`src/rtl/rv_defs_pkg.sv`:
```
// Shared definitions for the uRV writeback slice.
//   LDST_*  : funct3 load-width codes
//   wb_state_t : writeback stage state encoding
package rv_defs;

    localparam logic [2:0] LDST_B  = 3'b000;
    localparam logic [2:0] LDST_H  = 3'b001;
    localparam logic [2:0] LDST_W  = 3'b010;
    localparam logic [2:0] LDST_BU = 3'b100;
    localparam logic [2:0] LDST_HU = 3'b101;

    typedef enum logic [1:0] {
        WB_IDLE      = 2'd0,
        WB_ACTIVE    = 2'd1,
        WB_LOAD_WAIT = 2'd2
    } wb_state_t;

endpackage

```
`src/rtl/rv_load_align.sv`:
```
// Load data alignment: selects the addressed byte/half of the raw memory
// word and sign- or zero-extends it according to funct3.
//   fun   in  3   funct3 of the load
//   addr  in  2   low two bits of the byte address
//   raw   in  32  word returned by data memory
//   value out 32  extended load result
module rv_load_align
    import rv_defs::*;
(
    input  logic [2:0]  fun,
    input  logic [1:0]  addr,
    input  logic [31:0] raw,
    output logic [31:0] value
);

    logic [7:0]  byte_sel;
    logic [15:0] half_sel;

    always_comb begin
        byte_sel = raw[7:0];
        case (addr)
            2'd0: byte_sel = raw[7:0];
            2'd1: byte_sel = raw[15:8];
            2'd2: byte_sel = raw[23:16];
            2'd3: byte_sel = raw[31:24];
            default: byte_sel = raw[7:0];
        endcase

        // addr[0] is ignored for halfword loads
        half_sel = addr[1] ? raw[31:16] : raw[15:0];

        value = raw;
        case (fun)
            LDST_B:  value = {{24{byte_sel[7]}}, byte_sel};
            LDST_H:  value = {{16{half_sel[15]}}, half_sel};
            LDST_W:  value = raw;
            LDST_BU: value = {24'b0, byte_sel};
            LDST_HU: value = {16'b0, half_sel};
            default: value = raw;
        endcase
    end

endmodule

```
`src/rtl/rv_writeback.sv`:
```
// Writeback stage of the uRV pipeline. Registers the execute result, waits
// for load completion, aligns load data and drives the register-file write
// port plus the W-stage bypass. Stalls upstream while a load is outstanding.
//
// state        | meaning
// -------------+---------------------------------------------------
// WB_IDLE      | nothing registered, no write
// WB_ACTIVE    | one non-load result registered, write this cycle
// WB_LOAD_WAIT | load registered, waiting for dm_load_done_i
//
// Ports:
//   clk_i, rst_i                 clock, synchronous active-high reset
//   x_*                          instruction presented by execute stage
//   dm_data_l_i, dm_load_done_i  data memory load return
//   w_rd_o, w_rd_value_o, w_rd_store_o   register-file write port
//   w_bypass_rd_write_o, w_bypass_rd_value_o  W-stage bypass
//   w_stall_o                    stall request to upstream stages
//   w_load_pending_o             load outstanding
module rv_writeback
    import rv_defs::*;
(
    input  logic        clk_i,
    input  logic        rst_i,
    input  logic        x_valid_i,
    input  logic [4:0]  x_rd_i,
    input  logic [31:0] x_rd_value_i,
    input  logic        x_rd_write_i,
    input  logic        x_load_i,
    input  logic [2:0]  x_fun_i,
    input  logic [1:0]  x_dm_addr_i,
    input  logic [31:0] dm_data_l_i,
    input  logic        dm_load_done_i,
    output logic [4:0]  w_rd_o,
    output logic [31:0] w_rd_value_o,
    output logic        w_rd_store_o,
    output logic        w_bypass_rd_write_o,
    output logic [31:0] w_bypass_rd_value_o,
    output logic        w_stall_o,
    output logic        w_load_pending_o
);

    wb_state_t   state_q;
    logic [4:0]  rd_q;
    logic [31:0] value_q;
    logic        rd_write_q;
    logic [2:0]  fun_q;
    logic [1:0]  addr_q;

    logic [31:0] load_value;
    logic        load_wait;
    logic        stall;
    logic        accept;
    logic        write_ok;
    logic        store;

    rv_load_align u_align (
        .fun   (fun_q),
        .addr  (addr_q),
        .raw   (dm_data_l_i),
        .value (load_value)
    );

    assign load_wait = (state_q == WB_LOAD_WAIT);
    assign stall     = load_wait && !dm_load_done_i;
    assign accept    = x_valid_i && !stall;

    // Reset masks the write so a load completing in the reset cycle is dropped.
    assign write_ok = rd_write_q && (rd_q != 5'd0) && !rst_i;
    assign store    = write_ok && ((state_q == WB_ACTIVE) ||
                                   (load_wait && dm_load_done_i));

    always_ff @(posedge clk_i) begin
        if (rst_i) begin
            state_q    <= WB_IDLE;
            rd_q       <= 5'd0;
            value_q    <= 32'd0;
            rd_write_q <= 1'b0;
            fun_q      <= 3'd0;
            addr_q     <= 2'd0;
        end else if (accept) begin
            state_q    <= x_load_i ? WB_LOAD_WAIT : WB_ACTIVE;
            rd_q       <= x_rd_i;
            value_q    <= x_rd_value_i;
            rd_write_q <= x_rd_write_i;
            fun_q      <= x_fun_i;
            addr_q     <= x_dm_addr_i;
        end else if (!stall) begin
            state_q    <= WB_IDLE;
        end
    end

    assign w_rd_o              = rd_q;
    assign w_rd_value_o        = load_wait ? load_value : value_q;
    assign w_rd_store_o        = store;
    assign w_bypass_rd_write_o = store;
    assign w_bypass_rd_value_o = w_rd_value_o;
    assign w_stall_o           = stall;
    assign w_load_pending_o    = load_wait;

endmodule

```
`config.mk`:
```
export PLATFORM = sky130hd
export DESIGN_NAME = rv_writeback
export DESIGN_NICKNAME = d
export VERILOG_FILES = /design/src/rtl/rv_defs_pkg.sv /design/src/rtl/rv_load_align.sv /design/src/rtl/rv_writeback.sv
export SDC_FILE = /design/constraint.sdc
export NUM_CORES = 1
export LEC_CHECK = 0
export ABC_AREA = 1
export CAP_MARGIN = 10
export CORE_AREA = 2 2 91 93
export CTS_CLUSTER_DIAMETER = 120
export DETAILED_ROUTE_END_ITERATION = 8
export DIE_AREA = 0 0 93 95
export GPL_ROUTABILITY_DRIVEN = 0
export PLACE_DENSITY_LB_ADDON = 0.12
export SLEW_MARGIN = 0
export SYNTH_ARGS = -nofsm -noshare
export SYNTH_HDL_FRONTEND = slang
export SYNTH_HIERARCHICAL = 1
export SYNTH_SLANG_ARGS = --single-unit
```
`constraint.sdc`:
```
create_clock -name clk_i -period 2.6 [get_ports clk_i]
set_input_delay 0.26 -clock clk_i [delete_from_list [all_inputs] [get_ports clk_i]]
set_output_delay 0.26 -clock clk_i [all_outputs]
set_load 0.02 [all_outputs]
```
After elaboration in Yosys (flattened, before gate mapping)
Index checks and enable logic that the tools add are counted.
- equal/unequal tests: 9
- multiplexer cells: 7
- reductions and logical operators: 13
- operators by type and width (kind ; count):
    $pmux W32 S4 ; 1
    $mux W32 ; 1
    $pmux W8 S4 ; 1
    $mux W16 ; 1
    $eq A2 B2 Y1 const B ; 3
    $eq A3 B3 Y1 const B ; 2
    $logic_and A1 B1 Y1 ; 6
    $mux W2 ; 3
    $reduce_bool A5 Y1 ; 1
    $eq A2 B1 Y1 const B ; 2
    $eq A3 B1 Y1 const B ; 1
    $logic_not A1 Y1 ; 3
    $logic_not A3 Y1 ; 1
    $logic_not A2 Y1 ; 1
    $ne A2 B1 Y1 const B ; 1
    $logic_or A1 B1 Y1 ; 1
- register bits: 45
- bits of input ports: 80
- word-level logic and storage cells: 35

Depth between registers and ports, before layout
Gate-level depths: netlist of run 1.
- depth after elaboration: 5
- depth in mapped cells: 11
- mapped depth without buffers: 8

Cells and area by module
Netlist of run 1, hierarchy kept.
- by module, submodules not included (module ; instances ; cells each ; area an instance (um^2) ; seq. area each (um^2)):
    rv_writeback ; 1 ; 440 ; 2653.8 ; 900.9
    rv_load_align ; 1 ; 146 ; 762.0 ; 0.0

Least setup slack after synthesis of run 1
OpenSTA, ideal clock, no wires.
- path kind: register -> output
- start: register addr_q[1]
- end: output w_rd_value_o[24]
- arrival time: 1.432 ns
- required time: 2.340 ns
- slack: 0.908 ns
- stages on the path, launching flop included: 12
- path through: dfxtp_1 -> buf_6 -> inv_4 -> buf_8 -> nand2_4 -> nand3_4 -> nand4_4 -> buf_6 -> nand3_1 -> nand2_1 -> nand2_1 -> buf_4
- longest elaborated chain between the ends: 4
- elaborated cells between the ends (all ways): 8
- those cells by class: eq/ne (3); mux (4); reduce/logical (1)
- ends and longest elaborated chain (what ; RTL line ; text):
    from (decl) ; rv_writeback.sv:47 ; logic [1:0] addr_q;
    from (signal assigned) ; rv_writeback.sv:86 ; addr_q <= x_dm_addr_i;
    $eq A2 B2 Y1, or another cell as far along ; rv_load_align.sv:21 ; case (addr)
    $pmux W8 S4 ; rv_load_align.sv:21 ;
    $pmux W32 S4 (*) ; rv_load_align.sv:33 ; case (fun)
    net load_value[24] ; rv_writeback.sv:49 ; logic [31:0] load_value;
    $mux W32 (*) ; rv_writeback.sv:93 ; assign w_rd_value_o = load_wait ? load_value : value_q;
    to (decl) ; rv_writeback.sv:34 ; output logic [31:0] w_rd_value_o,
The timed path passes the listed nets; every way through them passes the cells marked *.

Worst setup path in the final report of run 1
- start: register addr_q[1]
- end: output w_rd_value_o[30]
Same word-level chain as after synthesis.

==> results of run 1 <==
[worst register-to-register path, cell delays in order, from the launching register on]
cell and delay, ns:
dfxtp_1 0.33, inv_1 0.06, nand3_2 0.09, buf_12 0.32, nand3_1 0.16, nand2_1 0.09
nor2_1 0.04
[registers in the layout, summed over array words and instances (netlist names)]
name,flops
value_q,32
fun_q,3
state_q,2
addr_q,2
rd_write_q,1
w_rd_o,5
[stage by stage]
stage | cell area, µm² | util | setup WS (ns)
5_1_grt | 4930 | 0.622 | 0.0213
3_3_place_gp | 4710 | 0.594 | 0.191
3_5_place_dp | 4710 | 0.594 | 0.129
6_report | 4930 | 0.622 | 0.214
4_1_cts | 4830 | 0.609 | 0.0657
2_1_floorplan | 3420 | - | 0.908
[area by class of cell]
cell class,count,area [µm²]
Clock inverter,1,30.0
Multi-Input combinational cell,405,1800
Sequential cell,45,901
Tap cell,105,131
Clock buffer,7,86.3
Fill cell,779,3000
Inverter,64,248
Timing Repair Buffer,164,1730
[timing repair]
action                     in CTS  in global routing
setup buffers                   0                  0
setup endpoints to repair       0                 42
resized for setup               0                 41
[where the power goes]
part | switching [mW] | internal (mW) | leakage (nW)
clock | 0.222 | 0.313 | 0.0585
sequential | 0.0367 | 0.741 | 0.374
combinational | 0.489 | 0.426 | 2.52
[routing by layer]
| layer | part of all wire | vias to the layer above | track usage |
|---|---|---|---|
| met2 | 0.47 | 123 | 0.367 |
| met1 | 0.45 | 1714 | 0.297 |
| met5 | 0 | - | 0 |
| li1 | - | 1981 | - |
| met4 | 0.015 | 0 | 0.0588 |
| met3 | 0.072 | 12 | 0.0479 |
[worst min path at each step]
stage	startpoint	end	slack, ns	cells after the start
finish	value_q[29]	value_q[29]	0.48	2
global route	value_q[18]	value_q[18]	0.51	2
CTS	value_q[29]	value_q[29]	0.49	2
detailed placement	value_q[29]	value_q[29]	0.47	2
global placement	value_q[28]	value_q[28]	0.46	2
floorplan	rst_i	state_q[1]	0.33	1
[cell usage after synthesis, drive strengths merged]
master  instances
inv            63
and2            1
buf            54
nor2           56
a21oi          58
nand3          65
dfxtp          45
a21boi          1
clkbuf         18
a22oi           7
clkinv          1
nand2         211
o211ai          1
nor3            2
nand4           1
o21ai           2
[logic make-up after synthesis]
logic type,Yosys count
flops,45
buf+inv,136
compound gates,69
simple gates,336
==> results.toml, run 1 <==
[cts]
cts_buffers = 5
cts_tree = "built"
path_clk_slew_ns = 0.08
cts_hold_buf = 0
htree_levels = 2
clk_latency_ns = 0.29
clockRootBuffer = "clkbuf_8"
clk_path_buf_depth = 2
cts.sinks = 45

[setup_path]
crit_path_start = "addr_q[1]"
crit_buf_inv = 2
r2r_slack_ns = 1.42
cp.required_ns = 2.34
crit_chain = "inv_4 -> nand2_1 -> nand3_1 -> nand4_4 -> nand3_1 -> nand2_1 -> nand2_1 -> clkdlybuf4s50_1"
crit_family = "buffers and inverters"
crit_path_max_fanout = 11
cp_slowest_cell = "clkdlybuf4s50_1"
cp_common_cell = "nand2_1"
rr_endpoint = "value_q[25]"
endpoint = "w_rd_value_o[30]"
r2r_cells = 6
worstPathArrival_ns = 2.13
cp.depth = 8
worstSetupEndpointType = "output port"
crit_path_start_kind = "flop"
r2r-start = "state_q[0]"
path_class = "reg -> out"
max_stage_delay_ns = 0.61

[synthesis]
synth_compound_area_frac = 0.111
yosysTopAreaCell = "dfxtp_1"
netlist_instances = 586
ys_types = 26
synth_top_family_by_area = "simple AND/OR/NAND/NOR gates"
synthAdderAreaFrac = 0
synth_simple_gate_area_frac = 0.416
netlist.area_leader.share = 0.264
synth.top_cells.by_area = "dfxtp_1 (26%), nand2_1 (23%), nand3_1 (8.6%), a21oi_1 (8.4%), buf_4 (7.9%)"
synthesis.nets = 666
syn_avg_cell_area_um2 = 5.83
synth_seq_cells = 45
seq_area_frac_synth = 0.264
synthMuxAreaShare = 0
syn_area_mm2 = 0.00342
synth-xor-area-share = 0
yosys_warnings = 6

[sta]
drv_slew = 0
tightest_slew_ns = 0.628
fin_crit_ns = 2.39
rsz0062_at_grt = "false"
setup_tns_ns = 0
finalCritPeriodShare = 0.918
skew_ns = 0.00276
hold_viol = 0
hold_ws_ns = 0.482
max_clock_freq_ghz = 0.419
setup_viol = 0
maxSlewHeadroom = 0.581

[route]
dr.pass1.iters = 5
drt-total-wl_um = 10100
wl_per_cell_um = 12.8
viasPerCell = 4.84
via_count = 3830
first_iter_violations = 246
ant_nets = 0
drc = 0

[floorplan]
dieArea_mm2 = 0.00884
initial_utilization = 0.431
pin_count = 153
core_mm2 = 0.00793
chipHeight_um = 95
rows = 33
die_x_um = 93

[run]
cap_violations = 0

[cells_and_area]
num-nets-final = 765
area_growth_pct = 44.2
layout.cells.non_filler = 791
mostFrequentLayoutCells = "nand2_1 (208), clkdlybuf4s50_1 (111), inv_1 (59), nand3_1 (59), a21oi_1 (57)"
final_common_cell = "nand2_1"
diodes = 0
final_layout_size_suffix_gt1_frac = 0.0510

[hold_path]
min_path_type = "reg -> reg"

[placement]
dp.final_hpwl_um = 7610
io_buffers = 152
dp_cells = 783

[global_route]
antenna_found_initial = 0
grt_max_degree = 89
grt_pass1_wl_um = 16000
grt-ovfl-total = 0
grt_pass1_vias = 3440
track_usage = 0.223

[outcome]
status = "complete, no violations"

[pwr]
p_per_area_mw_per_mm2 = 452
max-vdd-ir-drop_mv = 0.339
p_total_mw = 2.23
leakage_nw = 2.95
Note: power is estimated with default switching activity, not from simulation.
==> run 2, diff against run 1 <==
--- a/config.mk
+++ b/config.mk
@@ -18,3 +18,4 @@
 export SYNTH_HDL_FRONTEND = slang
 export SYNTH_HIERARCHICAL = 1
 export SYNTH_SLANG_ARGS = --single-unit
+export TNS_END_PERCENT = 100
==> results of run 2 <==
The final DEF is identical to that of run 1; final timing and power are the same.
